File: src/rtl/adc_cap_pkg.sv
// Shared definitions for the ADC capture path: sample width and sequencer states.
package adc_cap_pkg;

  // Sample width shared with the ADC interface and FFT blocks.
  localparam int DATA_W = 12;

  typedef enum logic [1:0] {
    IDLE    = 2'd0,
    ARM     = 2'd1,
    CAPTURE = 2'd2,
    DONE    = 2'd3
  } cap_state_t;

endpackage

File: src/rtl/adc_capture_ctrl_trigger.sv
// Trigger front end: two-stage sample pipeline, rising level-crossing detect and
// ARM-state timeout counter; trig_fire is a combinational pulse qualified by arm.
module cap_trigger #(
  parameter int DATA_W  = 12,
  parameter int TRIG_TO = 65536
) (
  input  logic              clk,
  input  logic              rst_n,
  input  logic [DATA_W-1:0] adc_data,
  input  logic              arm,
  input  logic              trig_en,
  input  logic [DATA_W-1:0] trig_level,
  output logic [DATA_W-1:0] s0,
  output logic              trig_fire,
  output logic              trig_to
);

  localparam int CW = $clog2(TRIG_TO);

  logic [DATA_W-1:0] s1;
  logic [CW-1:0]     to_cnt;
  logic              crossing;
  logic              to_hit;

  always_ff @(posedge clk or negedge rst_n) begin
    if (!rst_n) begin
      s0     <= '0;
      s1     <= '0;
      to_cnt <= '0;
    end else begin
      s0 <= adc_data;
      s1 <= s0;
      // Counter only runs while armed; any other state leaves it at zero.
      if (!arm)
        to_cnt <= '0;
      else if (!trig_fire)
        to_cnt <= to_cnt + CW'(1);
    end
  end

  assign crossing  = (s1 < trig_level) && (s0 >= trig_level);
  assign to_hit    = (to_cnt == CW'(TRIG_TO - 1));
  assign trig_fire = arm && (!trig_en || crossing || to_hit);
  assign trig_to   = arm && trig_en && !crossing && to_hit;

endmodule

File: src/rtl/adc_capture_ctrl.sv
// Capture sequencer: arms on start, waits for trigger/timeout, writes a decimated
// block of 2^ADDR_W samples to the sample RAM and holds done until acknowledged.
module adc_capture_ctrl #(
  parameter int DATA_W  = adc_cap_pkg::DATA_W,
  parameter int ADDR_W  = 10,
  parameter int DECIM_W = 8,
  parameter int TRIG_TO = 65536
) (
  input  logic               clk,
  input  logic               rst_n,
  input  logic               start,
  input  logic               abort,
  input  logic               done_ack,
  input  logic               trig_en,
  input  logic [DATA_W-1:0]  trig_level,
  input  logic [DECIM_W-1:0] decim,
  input  logic [DATA_W-1:0]  adc_data,
  output logic               wr_en,
  output logic [ADDR_W-1:0]  wr_addr,
  output logic [DATA_W-1:0]  wr_data,
  output logic               busy,
  output logic               done,
  output logic               trig_timeout
);

  import adc_cap_pkg::*;

  cap_state_t         state;
  logic [DATA_W-1:0]  lvl_q;
  logic [DECIM_W-1:0] decim_q;
  logic [DECIM_W-1:0] dcnt;
  logic [DATA_W-1:0]  s0;
  logic               arm;
  logic               trig_fire;
  logic               trig_to;
  logic               last_wr;

  assign arm     = (state == ARM);
  assign last_wr = wr_en && (wr_addr == {ADDR_W{1'b1}});

  cap_trigger #(
    .DATA_W  (DATA_W),
    .TRIG_TO (TRIG_TO)
  ) u_trig (
    .clk        (clk),
    .rst_n      (rst_n),
    .adc_data   (adc_data),
    .arm        (arm),
    .trig_en    (trig_en),
    .trig_level (lvl_q),
    .s0         (s0),
    .trig_fire  (trig_fire),
    .trig_to    (trig_to)
  );

  always_ff @(posedge clk or negedge rst_n) begin
    if (!rst_n) begin
      state        <= IDLE;
      wr_en        <= 1'b0;
      wr_addr      <= '0;
      wr_data      <= '0;
      busy         <= 1'b0;
      done         <= 1'b0;
      trig_timeout <= 1'b0;
      lvl_q        <= '0;
      decim_q      <= '0;
      dcnt         <= '0;
    end else begin
      wr_en <= 1'b0;
      case (state)
        IDLE: begin
          if (start) begin
            state        <= ARM;
            busy         <= 1'b1;
            trig_timeout <= 1'b0;
            lvl_q        <= trig_level;
            decim_q      <= decim;
          end
        end
        ARM: begin
          if (abort) begin
            state <= IDLE;
            busy  <= 1'b0;
          end else if (trig_fire) begin
            state   <= CAPTURE;
            wr_en   <= 1'b1;
            wr_addr <= '0;
            wr_data <= s0;
            dcnt    <= decim_q;
            if (trig_to)
              trig_timeout <= 1'b1;
          end
        end
        CAPTURE: begin
          // abort outranks the final write, which outranks the next write
          if (abort) begin
            state <= IDLE;
            busy  <= 1'b0;
          end else if (last_wr) begin
            state <= DONE;
            busy  <= 1'b0;
            done  <= 1'b1;
          end else if (dcnt == '0) begin
            wr_en   <= 1'b1;
            wr_addr <= wr_addr + ADDR_W'(1);
            wr_data <= s0;
            dcnt    <= decim_q;
          end else begin
            dcnt <= dcnt - DECIM_W'(1);
          end
        end
        DONE: begin
          if (start) begin
            state        <= ARM;
            done         <= 1'b0;
            busy         <= 1'b1;
            trig_timeout <= 1'b0;
            lvl_q        <= trig_level;
            decim_q      <= decim;
          end else if (done_ack) begin
            state <= IDLE;
            done  <= 1'b0;
          end
        end
        default: state <= IDLE;
      endcase
    end
  end

endmodule

File: config.mk
export PLATFORM = sky130hd
export DESIGN_NAME = adc_capture_ctrl
export DESIGN_NICKNAME = d
export VERILOG_FILES = /design/src/rtl/adc_cap_pkg.sv /design/src/rtl/adc_capture_ctrl_trigger.sv /design/src/rtl/adc_capture_ctrl.sv
export SDC_FILE = /design/constraint.sdc
export NUM_CORES = 1
export LEC_CHECK = 0
export CAP_MARGIN = 20
export CORE_UTILIZATION = 30
export DETAILED_ROUTE_END_ITERATION = 6
export SLEW_MARGIN = 20
export SYNTH_ARGS = -nofsm -noshare
export SYNTH_HDL_FRONTEND = slang
export SYNTH_HIERARCHICAL = 1
export SYNTH_SLANG_ARGS = --single-unit
File: constraint.sdc
create_clock -name clk -period 4.3 [get_ports clk]
set_input_delay 0.645 -clock clk [delete_from_list [all_inputs] [get_ports clk]]
set_output_delay 0.645 -clock clk [all_outputs]
set_load 0.03 [all_outputs]
==> results.cfg <==
[global_routing]
globalRoute.totalOverflow = 0
antenna_found_initial = 0
grt_start_max_net_pins = 62
grt_pass1_vias = 3430
track_usage_pct = 13.27
grt_first_pass_wirelength_mm = 17.02

[clocking]
clk_latency_ns = 0.35
clock_path_buffers = 2
cts.clk_slew.worst_paths_ns = 0.07
htreeDepth = 3
cts-resized-gates = 0
cts_sinks = 96
postCtsSetupBuffers = 0
cts_tree = built
numCtsBuffers = 9
cts_hold_buf = 0
clockRootBuffer = clkbuf_16

[drt]
drc = 0
drtPass1Iterations = 4
final_antenna_net_count = 0
drt-total-wl_mm = 10.10
wire_per_inst_um = 14.03
drtIter0Drc = 247
vias = 3526
vias_per_cell = 4.897

[place]
port_buffers = 63
place.gp.congestion = 0.7951
hpwl_mm = 7.348

[power_and_ir_drop]
p_leak_uw = 0.002519
seq_power_share_pct = 35.6
swShare_pct = 38.16
total_power_uw = 3731
combinationalPowerShare_pct = 44.2
peakVddDrop_uv = 252.1
clockPowerShare_pct = 20.2
powerDensity_mw_per_mm2 = 625.3
power.switching_uw = 1423
intPower_uw = 2307

[critical_path]
path_cells = inv_1 > ha_1 > a211oi_2 > o21ai_1 > a21oi_2 > o2111ai_2 > a21boi_1 > nor2_1 > nand2b_1 > a22oi_1 > a21oi_2 > mux2_1 > a31o_2
r2r-end = wr_addr[5]
r2r-start = lvl_q[2]
crit_path_top_delay_cell = a21boi_1
reg2reg_depth = 13
crit_path_end_kind = register
slowest_delay_ns = 0.42
worst-setup-path-type = register to register
crit_arrival_ns = 3.68
cp-start-kind = register
reg2reg_setup_slack_ns = 0.87
worstPathRequired_ns = 4.54
cp_max_fo = 10
crit_top_cell = a21oi_2

[synth]
synth_top_flop_cell = dfrtp_1
yosys_warnings = 6
synth_edf_count = 0
synth_fp_nets = 505
synthXorXnorAreaFrac_pct = 0.1807
yosysUniqueCellTypes = 65
seq_area_frac_synth_pct = 49.57
netlist_area_sq_mm = 0.004846
ys_seq_elements = 96
muxShareOfSynthArea_pct = 8.908
synth-compound-area-share_pct = 14.18
synth_fa_ha_area_share_pct = 8.262
synthCells = 435
async_flop_share_pct = 100.0
synth-simple-area-share_pct = 15.21
avgSynthCellArea_sq_um = 11.14
synth_top_family_by_area = simple AND/OR/NAND/NOR gates

[die]
core_sq_mm = 0.01583
start_util_pct = 30.62
rows = 46
die_y_um = 129.1
boundaryPins = 64
die_area_sq_mm = 0.01667
die_w_um = 129.1

[final_layout]
final_cell_mix = 96 x dfrtp_1, 62 x clkdlybuf4s50_1, 32 x ha_1, 31 x nand2_1, 29 x a21oi_1
final_common_cell = dfrtp_1
syn2layout_area_growth_pct = 23.11
antennaDiodeCount = 0
nFillCells = 1547
finalNetCount = 569
layout-drive-gt1-share_pct = 14.48

[sta]
final_hold_viol_count = 0
rsz0062_at_grt = false
skew_ns = 0.01092
period_share_pct = 79.88
period_needed_ns = 3.435
finalSetupTns_ns = 0
fmax_mhz = 291.2
slew_violations = 0
tightest_slew_ns = 0.7795
maxSlewHeadroom_pct = 48.03
setup_viol = 0

[hold_path]
hp-class = input port to asynchronous set/reset pin

[job]
max_cap_violations = 0

[run_status]
status = complete, no violations
-- critical path: cells and delay by family (launching register included) --
kind / cells / cell delay, ns
AO/OA/AOI/OAI: 8 / 1.87
flip-flops: 1 / 0.34
buffers and inverters: 1 / 0.06
multiplexers: 1 / 0.38
AND/OR/NAND/NOR: 2 / 0.35
adder cells (fa/ha/maj): 1 / 0.32
-- worst max-delay path by stage --
stage | from | end | slack [ns] | cells past startpoint
floorplan | lvl_q[2] | wr_addr[5] | 1.31 | 13
finish | lvl_q[2] | wr_addr[5] | 0.87 | 13
global route | lvl_q[7] | dcnt[0] | 0.54 | 14
detailed placement | trig_en | wr_addr[5] | 0.65 | 10
CTS | lvl_q[2] | wr_addr[5] | 0.82 | 13
global placement | trig_en | wr_addr[5] | 0.71 | 10
-- final cells by class --
| cell class | instances | area (sq um) | share of cell area, % |
|---|---|---|---|
| sequential | 96 | 2402 | 40.27 |
| multi-input combinational | 301 | 2267 | 38.00 |
| timing repair buffer | 67 | 658.1 | 11.03 |
| tap | 216 | 270.3 | 4.530 |
| clock buffer | 9 | 225.2 | 3.775 |
| inverter | 24 | 90.09 | 1.510 |
| clock inverter | 7 | 52.55 | 0.8809 |
-- routing by layer --
metal,vias to the layer above,global-route usage (%),wire length [um]
met4,0,4.983,187
met3,14,4.377,398
met2,60,21.02,4811
met5,-,0,0
li1,1722,-,-
met1,1730,16.86,4707
-- registers in the layout (all words and copies together) (netlist names) --
register and cells:
u_trig/to_cnt 16, u_trig/s1 12, busy 1, wr_en 1
done 1, wr_data 12, state 2, trig_timeout 1
u_trig/s0 12, wr_addr 10, decim_q 8, dcnt 8
lvl_q 12
-- power groups by stage --
stage / clock, uW / sequential, uW / combinational, uW
floorplan: 0 / 1440 / 1120
global placement: 0 / 1350 / 1620
detailed placement: 0 / 1350 / 1670
CTS: 786 / 1330 / 1680
global route: 823 / 1360 / 1830
finish: 755 / 1330 / 1650
-- logic make-up after synthesis --
logic type,count (synthesis)
AND/OR/NAND/NOR,131
AO/OA/AOI/OAI,102
flip-flops,96
buffers and inverters,38
multiplexers,35
adder cells (fa/ha/maj),32
XOR/XNOR,1
-- synth_stat cells (all sizes together), types with 5 or more instances --
cell / number / area, sq um
a21oi: 31 / 162.7
and3: 6 / 38.79
buf: 9 / 70.07
clkbuf: 5 / 18.77
dfrtp: 96 / 2402
ha: 32 / 400.4
inv: 23 / 86.33
mux2: 35 / 431.7
nand2: 32 / 127.6
nand3: 15 / 75.07
nand4: 7 / 43.79
nor2: 19 / 71.32
nor2b: 8 / 57.55
nor3: 8 / 45.04
o211ai: 5 / 37.54
o21ai: 25 / 128.9
o31ai: 8 / 60.06
or3: 8 / 50.05
or4: 7 / 52.55
-- stage by stage --
step / util [%] / hold WS (ns) / cells / cell area, sq um / setup slack, ns
2_1_floorplan: - / 0.3494 / 435 / 4846 / 1.312
3_3_place_gp: 35.94 / 0.3865 / 704 / 5688 / 0.7079
3_5_place_dp: 35.94 / 0.3952 / 704 / 5688 / 0.6459
4_1_cts: 37.69 / 0.4082 / 720 / 5966 / 0.8217
5_1_grt: 37.69 / 0.4150 / 720 / 5966 / 0.5436
6_report: 37.69 / 0.3798 / 720 / 5966 / 0.8654
Note: power is estimated with default switching activity, not from simulation.
